===== config.mk =====
export PLATFORM = sky130hd
export DESIGN_NAME = mem_2r2w_ctrl
export DESIGN_NICKNAME = d
export VERILOG_FILES = /design/src/rtl/mem_2r2w_pkg.sv /design/src/rtl/mem_2r2w_rdpipe.sv /design/src/rtl/mem_2r2w_ctrl.sv
export SDC_FILE = /design/constraint.sdc
export NUM_CORES = 1
export LEC_CHECK = 0
export ABC_AREA = 1
export BUFFER_PORTS_ARGS = -buffer_cell sky130_fd_sc_hd__buf_2
export CAP_MARGIN = 20
export CORE_AREA = 2 2 39 41
export CTS_CLUSTER_SIZE = 20
export DETAILED_ROUTE_END_ITERATION = 8
export DIE_AREA = 0 0 41 43
export GPL_ROUTABILITY_DRIVEN = 0
export GPL_TIMING_DRIVEN = 1
export HOLD_SLACK_MARGIN = 0.08
export PLACE_DENSITY_LB_ADDON = 0.08
export SETUP_SLACK_MARGIN = 0.15
export SYNTH_ARGS = -nofsm -noshare
export SYNTH_HDL_FRONTEND = slang
export SYNTH_SLANG_ARGS = --single-unit

===== constraint.sdc =====
create_clock -name clk -period 2 [get_ports clk]
set_input_delay 0.2 -clock clk [delete_from_list [all_inputs] [get_ports clk]]
set_output_delay 0.2 -clock clk [all_outputs]
set_load 0.05 [all_outputs]

===== src/rtl/mem_2r2w_pkg.sv =====
// Shared types and limits for the 2-read/2-write memory atom controller.
package mem_2r2w_pkg;

  typedef enum logic {
    INIT,
    RUN
  } state_t;

  localparam int MAX_SRAM_DELAY = 8;

endpackage


===== src/rtl/mem_2r2w_rdpipe.sv =====
// Read-valid delay line matching the attached memory's read latency (STAGES=0 passes through).
module mem_2r2w_rdpipe #(
  parameter int STAGES = 0
) (
  input  logic clk,
  input  logic rst,
  input  logic vld_in,
  output logic vld_out
);

  localparam int DEPTH = (STAGES < 1) ? 1 : STAGES;

  logic [DEPTH-1:0] vld_p;

  always_ff @(posedge clk) begin
    if (rst) begin
      vld_p <= '0;
    end else begin
      vld_p[0] <= vld_in;
      for (int i = 1; i < DEPTH; i++) begin
        vld_p[i] <= vld_p[i-1];
      end
    end
  end

  // Masking with rst drops reads that were in flight when reset arrived.
  assign vld_out = ((STAGES == 0) ? vld_in : vld_p[DEPTH-1]) & ~rst;

endmodule


===== src/rtl/mem_2r2w_ctrl.sv =====
// Init sequencer and request gate for a 2R/2W memory atom.
// Optional sticky write-collision flag: define MEM_2R2W_COLLISION_CHK_EN.
module mem_2r2w_ctrl
  import mem_2r2w_pkg::*;
#(
  parameter int NUMADDR    = 8,
  parameter int BITADDR    = 3,
  parameter int BITDATA    = 1,
  parameter int SRAM_DELAY = 0,
  parameter int RSTINIT    = 0,
  parameter int RSTSTRT    = 0,
  parameter int RSTINCR    = 0
) (
  input  logic               clk,
  input  logic               rst,
  output logic               ready,
  input  logic               read_0,
  input  logic [BITADDR-1:0] rd_adr_0,
  output logic               rd_vld_0,
  output logic [BITDATA-1:0] rd_dout_0,
  input  logic               read_1,
  input  logic [BITADDR-1:0] rd_adr_1,
  output logic               rd_vld_1,
  output logic [BITDATA-1:0] rd_dout_1,
  input  logic               write_2,
  input  logic [BITADDR-1:0] wr_adr_2,
  input  logic [BITDATA-1:0] wr_din_2,
  input  logic               write_3,
  input  logic [BITADDR-1:0] wr_adr_3,
  input  logic [BITDATA-1:0] wr_din_3,
  output logic               mem_read_0,
  output logic [BITADDR-1:0] mem_rd_adr_0,
  output logic               mem_read_1,
  output logic [BITADDR-1:0] mem_rd_adr_1,
  input  logic [BITDATA-1:0] mem_rd_dout_0,
  input  logic [BITDATA-1:0] mem_rd_dout_1,
  output logic               mem_write_2,
  output logic [BITADDR-1:0] mem_wr_adr_2,
  output logic [BITDATA-1:0] mem_wr_din_2,
  output logic               mem_write_3,
  output logic [BITADDR-1:0] mem_wr_adr_3,
  output logic [BITDATA-1:0] mem_wr_din_3
`ifdef MEM_2R2W_COLLISION_CHK_EN
  ,
  output logic               wr_collision
`endif
);

  localparam int DLY = (SRAM_DELAY > MAX_SRAM_DELAY) ? MAX_SRAM_DELAY : SRAM_DELAY;

  state_t             state, state_nxt;
  logic [BITADDR:0]   cnt, cnt_nxt, cnt1;
  logic               init_act;

  // Init value for word idx, wrapped to the data width.
  function automatic logic [BITDATA-1:0] init_val(input logic [BITADDR:0] idx);
    return BITDATA'(RSTSTRT + int'(idx) * RSTINCR);
  endfunction

  always_ff @(posedge clk) begin
    if (rst) begin
      state <= (RSTINIT != 0) ? INIT : RUN;
      cnt   <= '0;
    end else begin
      state <= state_nxt;
      cnt   <= cnt_nxt;
    end
  end

  always_comb begin
    state_nxt = state;
    cnt_nxt   = cnt;
    if (state == INIT) begin
      cnt_nxt = cnt + (BITADDR+1)'(2);
      if (int'(cnt) + 2 >= NUMADDR) state_nxt = RUN;
    end
  end

  assign cnt1     = cnt + (BITADDR+1)'(1);
  assign init_act = (state == INIT) & ~rst;
  assign ready    = (state == RUN) & ~rst;

  assign mem_write_2  = init_act | (ready & write_2);
  assign mem_wr_adr_2 = init_act ? cnt[BITADDR-1:0] : wr_adr_2;
  assign mem_wr_din_2 = init_act ? init_val(cnt) : wr_din_2;

  // The pair is split across both write ports; odd sizes leave port 3 idle at the end.
  assign mem_write_3  = (init_act & (int'(cnt1) < NUMADDR)) | (ready & write_3);
  assign mem_wr_adr_3 = init_act ? cnt1[BITADDR-1:0] : wr_adr_3;
  assign mem_wr_din_3 = init_act ? init_val(cnt1) : wr_din_3;

  assign mem_read_0   = ready & read_0;
  assign mem_rd_adr_0 = rd_adr_0;
  assign mem_read_1   = ready & read_1;
  assign mem_rd_adr_1 = rd_adr_1;

  mem_2r2w_rdpipe #(.STAGES(DLY)) u_rdpipe_0 (
    .clk     (clk),
    .rst     (rst),
    .vld_in  (mem_read_0),
    .vld_out (rd_vld_0)
  );

  mem_2r2w_rdpipe #(.STAGES(DLY)) u_rdpipe_1 (
    .clk     (clk),
    .rst     (rst),
    .vld_in  (mem_read_1),
    .vld_out (rd_vld_1)
  );

  assign rd_dout_0 = rd_vld_0 ? mem_rd_dout_0 : '0;
  assign rd_dout_1 = rd_vld_1 ? mem_rd_dout_1 : '0;

`ifdef MEM_2R2W_COLLISION_CHK_EN
  logic coll_hit;
  assign coll_hit = ready & write_2 & write_3 & (wr_adr_2 == wr_adr_3);

  always_ff @(posedge clk) begin
    if (rst) wr_collision <= 1'b0;
    else if (coll_hit) wr_collision <= 1'b1;
  end

  always_ff @(posedge clk) begin
    if (!rst) begin
      assert (!coll_hit) else $warning("mem_2r2w_ctrl: write ports 2 and 3 hit the same address");
    end
  end
`endif

endmodule


==> reports/metrics.cfg, run 1 <==
[synthesis]
ys_ff_latch = 4
yosys.area_share.simple = 0.446
netlist_instances = 65
synth.area.mux_share = 0
synth_area_leader_cell = nand2_1
synth_cell_types = 12
ys_seq_area_frac = 0.223
syn_nets = 88
synthXorXnorAreaFrac = 0
synth_compound_area_frac = 0.0139
yosys.area_share.adder = 0.0348
synth_area_sq_um = 359
synth_top_family_by_area = simple AND/OR/NAND/NOR gates
yosysTopAreaCellShare = 0.251
yosys-top-cells-area = nand2_1, dfxtp_1, buf_4, inv_1, nor2_1
syn_area_per_cell_sq_um = 5.52
ys_warn_count = 0

[route]
via_per_inst = 3.94
initialDrtViolationCount = 2
ant_nets = 0
wl_per_cell_microns = 7.95
vias = 429
drc = 0
drt_pass1_iterations = 2
wl_microns = 867

[sta]
fin_setup_tns_ps = 0
slew-limit-headroom = 0.722
timing.final.hold_violations = 0
rsz0062_at_grt = no
finalCriticalPeriod_ps = 1610
finalCritPeriodShare = 0.807
whs_ps = 284
fmax_mhz = 620
worstMarginPinSlew_ps = 417
setup_viol = 0
skew_ps = 0.173
slew_viol_final = 0
setup_ws_ps = 387

[die]
die-area_sq_um = 1760
die_h_microns = 43
die_x_microns = 41
start_util = 0.259
io_pins = 45
coreArea_sq_um = 1380
row_count = 14

[critical_path]
critPathLaunchType = flip-flop
r2r_slack_ps = 1060
r2r-end = state
reg2regPathDepth = 2
crit_type = reg2out
cp-end-kind = primary output
required_ps = 1800
cp_max_fo = 12
cp.arrival_ps = 1410
r2r-start = state

[worst_hold_path]
min_path_type = in2reg
hold-path-endpoint = state
holdPathStages = 3
min-delay-start = rst

[clock_tree]
numCtsBuffers = 3
htreeDepth = 1
clock_tree.root_cell = clkbuf_4
clk_pin_slew_worst_paths_ps = 40
postCtsSetupBuffers = 0
cts_num_sinks = 4
cts_resized = 0
cts_hold_repair.buffers = 0
clock_latency_ps = 230
cts_tree = yes
cts_buffer_depth = 2

[place]
placed_area_sq_um = 487
dp_hpwl_microns = 707
pre_cts_ws_ps = 587
io_buffers = 32

[cells_and_area]
post-route-util = 0.368
antenna_cells = 0
most-common-layout-cells = buf_2, nand2_1, inv_1
final_common_cell = buf_2
area_growth_pct = 41.8
fillers = 155
final_nets = 118
finalInstanceArea_sq_um = 509
drive_gt1_frac = 0.409

[outcome]
status = completed

[power]
irDropWorstVdd_mv = 0.303
powerDensity_nw_per_um2 = 565
p_leak_nw = 0.340

[global_routing]
grt_pass1_wl_microns = 1340
grt-ovfl-total = 0
grt_max_degree = 13
antenna_found_initial = 0
first_global_vias = 360
grtUsageTotal = 0.109

[job]
cap_violations = 0

## metal layers
layer,vias up,wire [microns],share of wire,track usage
met4,0,0,0,0.0733
met3,0,100,0.12,0.0366
li1,240,-,-,-
met1,174,372,0.43,0.134
met2,15,395,0.46,0.153
met5,-,0,0,0
## power by group
part | switching [mW] | internal (mW) | leakage, nW
clock network | 0.0295 | 0.0669 | 0.0138
registers | 0 | 0.0802 | 0.0322
logic | 0.0827 | 0.0285 | 0.294
total | 0.112 | 0.176 | 0.340
## critical path, cell delays in order (launching register included)
cell,delay (ps)
dfxtp_1,310
nor2_2,360
inv_1,170
nand2_1,90
buf_2,250
## worst max path at each step
stage / depth (start not counted) / endpoint / slack, ps / startpoint
2_1_floorplan: 2 / rd_dout_0 / 310 / state
3_3_place_gp: 4 / mem_write_2 / 630 / state
3_5_place_dp: 4 / mem_write_2 / 590 / state
4_1_cts: 4 / mem_write_2 / 340 / state
5_1_grt: 4 / mem_write_2 / 210 / state
6_report: 4 / mem_write_2 / 390 / state
## per-stage QoR
step                      cells  power (mW)
after global routing        109       0.305
after detailed placement    106       0.194
after global placement      106       0.194
after floorplan              65       0.194
after CTS                   109       0.297
final                       109       0.288
## flip-flops by register name, summed over array words and instances, names as in the netlist
register	cells
state	1
cnt	3
## cell families after synthesis
family                     after synthesis
buffers and inverters                   20
AOI/OAI and AO/OA                        1
and+or+nand+nor                         39
DFF                                      4
adders and majority gates                1
## cell usage after synthesis
cell     count
nand3_1      3
nor2_2       1
o21ai_0      1
nand2_1     24
nor3_1       2
or2_2        1
nor2_1       7
nand2_2      1
inv_1       13
ha_1         1
dfxtp_1      4
buf_4        7
## final cells by class
cell class | count | area, sq um | area share
Timing Repair Buffer | 32 | 160 | 0.314
Multi-Input combinational cell | 41 | 178 | 0.349
Inverter | 13 | 48.8 | 0.0958
Tap cell | 16 | 20.0 | 0.0393
Clock buffer | 3 | 22.5 | 0.0442
Sequential cell | 4 | 80.1 | 0.157
(Power assumes the default switching activity.)
==> run 2, diff against run 1 <==
clock period = 1.6 ns   (was 2 ns; I/O delays follow)
==> run 2 against run 1 <==
Cell count increased by 0.92%. Total power increased by 26%. Clock skew about the same. Sequential share of layout area decreased by 0.88 points. Routed wire length decreased by 3.9%. Non-clock buffer count increased by 1. Clock power increased by 23%. Core utilization increased by 2.2 points. Highest routed layer unchanged.
==> reports/metrics.cfg, run 2 (same netlist as run 1, synthesis figures left out) <==
[die]
row_count = 14  ; unchanged
start_util = 0.259  ; unchanged
io_pins = 45  ; unchanged
coreArea_sq_um = 1380  ; unchanged
die-area_sq_um = 1760  ; unchanged
die_x_microns = 41  ; unchanged
die_h_microns = 43  ; unchanged

[critical_path]
critPathLaunchType = flip-flop  ; unchanged
cpPeakStageDelay_ps = 370  ; was 360 ps
r2r-end = state  ; unchanged
reg2regPathDepth = 5  ; was 2
r2r-start = cnt[1]  ; was state
critPathSlowestCell = dfxtp_1  ; was nor2_2
cp_common_cell = nand2_1
cp_max_fo = 8  ; was 12
cp_cell_sequence = nand2_2 -> inv_2 -> nand2_1 -> nand2_1 -> clkbuf_4  ; was nor2_2 -> inv_1 -> nand2_1 -> buf_2
r2r_slack_ps = 680  ; was 1060 ps
crit_type = reg2out  ; unchanged
cp.arrival_ps = 1170  ; was 1410 ps
cp-end-kind = primary output  ; unchanged
required_ps = 1440  ; was 1800 ps

[route]
drt_pass1_iterations = 3  ; was 2
wl_microns = 833  ; was 867 microns
vias = 439  ; was 429
initialDrtViolationCount = 3  ; was 2
wl_per_cell_microns = 7.57  ; was 7.95 microns
via_per_inst = 3.99  ; was 3.94
ant_nets = 0  ; unchanged
drc = 0  ; unchanged

[worst_hold_path]
holdPathStages = 0  ; was 3
min_path_type = in2out  ; was in2reg
min-delay-start = rd_adr_1[0]  ; was rst
hold-path-endpoint = mem_rd_adr_1[0]  ; was state

[global_routing]
antenna_found_initial = 0  ; unchanged
grt_max_degree = 10  ; was 13
grtUsageTotal = 0.0993  ; was 0.109
first_global_vias = 323  ; was 360
grt-ovfl-total = 0  ; unchanged
grt_pass1_wl_microns = 1240  ; was 1340 microns

[sta]
whs_ps = 320  ; was 284 ps
worstMarginPinSlew_ps = 251  ; was 417 ps
fmax_mhz = 750
finalCritPeriodShare = 0.834
setup_viol = 0  ; unchanged
rsz0062_at_grt = yes  ; was no
slew-limit-headroom = 0.834  ; was 0.722
timing.final.hold_violations = 0  ; unchanged
slew_viol_final = 0  ; unchanged
finalCriticalPeriod_ps = 1330
skew_ps = 0.186  ; was 0.173 ps

[clock_tree]
postCtsSetupBuffers = 0  ; unchanged
cts_num_sinks = 4  ; unchanged
cts_tree = yes  ; unchanged
cts_buffer_depth = 2  ; unchanged
htreeDepth = 1  ; unchanged
numCtsBuffers = 3  ; unchanged
clk_pin_slew_worst_paths_ps = 30  ; was 40 ps
clock_latency_ps = 230  ; about the same
clock_tree.root_cell = clkbuf_4  ; unchanged
cts_hold_repair.buffers = 0  ; unchanged

[cells_and_area]
area_growth_pct = 50.2  ; was 41.8%
largest_register_ffs = 3  ; unchanged
multi_input_area_sq_um = 183  ; was 178 sq um
post-route-util = 0.390  ; was 0.368
top_regs = cnt (3), state (1)  ; unchanged
seq_area_sq_um = 80.1  ; unchanged
final_nets = 119  ; was 118
fillers = 156  ; was 155
drive_gt1_frac = 0.426  ; was 0.409
final_common_cell = buf_2  ; unchanged
regMostFlops = cnt  ; unchanged
most-common-layout-cells = buf_2, nand2_1, inv_1  ; unchanged
antenna_cells = 0  ; unchanged

[power]
p_leak_nw = 0.349  ; was 0.340 nW
irDropWorstVdd_mv = 0.315  ; was 0.303 mV
powerDensity_nw_per_um2 = 675  ; was 565 nW/um^2
power_frac_clock = 0.326  ; was 0.335
power.switching_mw = 0.140  ; was 0.112 mW
combPwrFrac = 0.398  ; was 0.386
sw_frac_of_total = 0.384  ; was 0.390
intPower_mw = 0.224  ; was 0.176 mW
sequentialPowerShare = 0.276  ; was 0.279

[place]
dp_hpwl_microns = 715  ; was 707 microns
io_buffers = 32  ; unchanged

[outcome]
status = completed  ; unchanged

[job]
cap_violations = 0  ; unchanged

[run 2: changes by cell type in the layout (fill, tap and decap cells not counted)]
cell	before	now
buf_2	32	28
buf_4	0	2
buf_6	0	2
clkbuf_4	3	4
inv_1	13	12
inv_2	0	1
nor2_2	1	0
nor2_4	0	1
[run 2: area by class of cell]
class,count,share of cell area
timing repair buffer,33,0.343
multi-input combinational,41,0.339
sequential,4,0.148
inverter,13,0.0905
clock buffer,3,0.0418
tap,16,0.0371
[run 2: power groups by stage]
stage	Combinational, mW	Clock [mW]	Sequential (mW)
6_report	0.145	0.119	0.100
3_5_place_dp	0.140	0	0.102
3_3_place_gp	0.140	0	0.102
4_1_cts	0.142	0.129	0.100
2_1_floorplan	0.141	0	0.102
5_1_grt	0.155	0.137	0.100
[run 2: worst max path at each step]
stage | startpoint | endpoint | cells after the start
global route | state | rd_dout_0 | 3
detailed placement | state | mem_wr_adr_3[2] | 5
floorplan | state | rd_dout_0 | 2
finish | state | mem_write_2 | 5
global placement | state | mem_wr_adr_3[2] | 5
CTS | state | mem_write_3 | 5
[run 2: per-stage QoR]
step / setup WS (ps) / power [mW] / instance area, sq um / setup TNS, ps / instances
floorplan: -54.1 / 0.242 / 359 / -108 / 65
global placement: 430 / 0.242 / 494 / 0 / 107
detailed placement: 385 / 0.242 / 494 / 0 / 107
CTS: 174 / 0.371 / 522 / 0 / 110
global route: 149 / 0.393 / 539 / 0 / 110
finish: 266 / 0.364 / 539 / 0 / 110
[run 2: critical path: cells and delay by family (launching register included)]
kind / cells / cell delay (ps)
buffers and inverters: 2 / 340
flip-flops: 1 / 370
AND/OR/NAND/NOR: 3 / 230
[run 2: per-layer routing]
| layer | vias up | wire length, microns | track usage |
|---|---|---|---|
| met2 | 15 | 387 | 0.147 |
| met5 | - | 0 | 0 |
| met1 | 180 | 340 | 0.119 |
| met3 | 0 | 105 | 0.0366 |
| met4 | 0 | 0 | 0.0533 |
| li1 | 244 | - | - |
[run 2: repair_timing]
action,in CTS,in global routing
cloned,0,0
gates resized for setup,2,7
endpoints found under the setup margin,2,4
==> run 3, diff against run 2 <==
clock period = 1.35 ns   (was 1.6 ns; I/O delays follow)
==> run 3 against run 2 <==
Worst setup slack worse by 150 ps. Clock skew rose by 3.0 ps. Core utilization is 8.3 points higher. Critical endpoint is now mem_wr_adr_3[0].
==> reports/metrics.cfg, run 3 (same netlist as run 1, synthesis figures left out) <==
[clock_tree]
htreeDepth = 1  ; unchanged
clk_pin_slew_worst_paths_ps = 40  ; was 30 ps
clock_tree.root_cell = clkbuf_4  ; unchanged
cts_num_sinks = 4  ; unchanged
clock_latency_ps = 240  ; was 230 ps
cts_hold_repair.buffers = 0  ; unchanged
numCtsBuffers = 3  ; unchanged
cts_buffer_depth = 2  ; unchanged
postCtsSetupBuffers = 0  ; unchanged
cts_tree = yes  ; unchanged

[route]
wl_microns = 942  ; was 833 microns
ant_nets = 0  ; unchanged
wl_per_cell_microns = 8.49  ; was 7.57 microns
drc = 0  ; unchanged
via_per_inst = 4.04  ; was 3.99
initialDrtViolationCount = 1  ; was 3
vias = 448  ; was 439
drt_pass1_iterations = 2  ; was 3

[global_routing]
grtUsageTotal = 0.120  ; was 0.0993
first_global_vias = 363  ; was 323
grt_max_degree = 9  ; was 10
antenna_found_initial = 0  ; unchanged
grt_pass1_wl_microns = 1440  ; was 1240 microns
grt-ovfl-total = 0  ; unchanged

[place]
io_buffers = 32  ; unchanged
dp_hpwl_microns = 697  ; was 715 microns

[sta]
skew_ps = 3.15  ; was 0.186 ps
fmax_mhz = 809
slew_viol_final = 0  ; unchanged
timing.final.hold_violations = 0  ; unchanged
finalCriticalPeriod_ps = 1240
setup_viol = 0  ; unchanged
worstMarginPinSlew_ps = 180  ; was 251 ps
rsz0062_at_grt = yes  ; unchanged
finalCritPeriodShare = 0.916
slew-limit-headroom = 0.880  ; was 0.834

[cells_and_area]
final_common_cell = nand2_1  ; was buf_2
most-common-layout-cells = nand2_1, buf_2, buf_6  ; was buf_2, nand2_1, inv_1
regMostFlops = cnt  ; unchanged
post-route-util = 0.473  ; was 0.390
seq_area_sq_um = 81.3  ; was 80.1 sq um
area_growth_pct = 82.2  ; was 50.2%
drive_gt1_frac = 0.537  ; was 0.426
final_nets = 120  ; was 119
antenna_cells = 0  ; unchanged
multi_input_area_sq_um = 216  ; was 183 sq um
top_regs = cnt (3), state (1)  ; unchanged
fillers = 148  ; was 156
largest_register_ffs = 3  ; unchanged

[critical_path]
crit_type = reg2out  ; unchanged
cp.arrival_ps = 1100  ; was 1170 ps
cp-end-kind = primary output  ; unchanged
critPathSlowestCell = dfxtp_2  ; was dfxtp_1
cp_max_fo = 7  ; was 8
critPathLaunchType = flip-flop  ; unchanged
cp_cell_sequence = nor2_4 -> or2_2 -> buf_6  ; was nand2_2 -> inv_2 -> nand2_1 -> nand2_1 -> clkbuf_4
required_ps = 1220  ; was 1440 ps
cpPeakStageDelay_ps = 370  ; about the same

[die]
row_count = 14  ; unchanged
die-area_sq_um = 1760  ; unchanged
die_h_microns = 43  ; unchanged
start_util = 0.259  ; unchanged
die_x_microns = 41  ; unchanged
io_pins = 45  ; unchanged
coreArea_sq_um = 1380  ; unchanged

[worst_hold_path]
min_path_type = in2out  ; unchanged

[power]
powerDensity_nw_per_um2 = 733  ; was 675 nW/um^2
p_leak_nw = 0.379  ; was 0.349 nW
irDropWorstVdd_mv = 0.457  ; was 0.315 mV
p_total_mw = 0.480  ; was 0.364 mW

[job]
cap_violations = 0  ; unchanged

[outcome]
status = completed  ; unchanged

run 3: timing repair:
item,4_1_cts,5_1_grt
setup endpoints to repair,17,17
pin swaps,2,0
resized for setup,26,20
run 3: worst max-delay path: cells and delay by family, from the launching register on:
kind | cells | cell delay (ps)
flip-flops | 1 | 370
AND/OR/NAND/NOR | 2 | 340
buffers and inverters | 1 | 160
run 3: metrics by stage:
step	cells	hold slack [ps]	cell area, sq um	TNS, ps	worst slack, ps
global placement	108	270	509	0	208
detailed placement	108	270	509	0	201
floorplan	65	391	367	-653	-279
CTS	111	270	607	0	108
finish	111	270	654	0	113
global route	111	270	654	0	52.5
run 3: worst paths after layout:
| check | end | slack (ps) | cells past startpoint | startpoint |
|---|---|---|---|---|
| setup reg to reg | state | 460 | 5 | cnt[1] |
| setup / recovery | mem_wr_adr_3[0] | 110 | 3 | state |
| hold reg to reg | cnt[2] | 480 | 2 | cnt[2] |
| hold / removal | mem_rd_adr_0[0] | 270 | 0 | rd_adr_0[0] |
run 3: report_power, final:
group	leakage (nW)	internal (mW)	switching, mW	total, mW
clock	0.0138	0.0997	0.0521	0.152
combinational	0.333	0.0734	0.136	0.209
sequential	0.0317	0.119	0	0.119
total	0.379	0.292	0.188	0.480
run 3: layout make-up:
cell class / instances / share of cell area
multi-input cells: 41 / 0.331
repair buffers: 34 / 0.402
clock buffers: 3 / 0.0344
flip-flops and latches: 4 / 0.124
well taps: 16 / 0.0306
inverters: 13 / 0.0784
run 3: per-layer routing:
| metal | GRT usage | routed length [microns] | vias to the layer above |
|---|---|---|---|
| li1 | - | - | 244 |
| met3 | 0.0366 | 72 | 2 |
| met4 | 0.0867 | 14 | 0 |
| met2 | 0.172 | 431 | 15 |
| met1 | 0.144 | 424 | 187 |
| met5 | 0 | 0 | - |
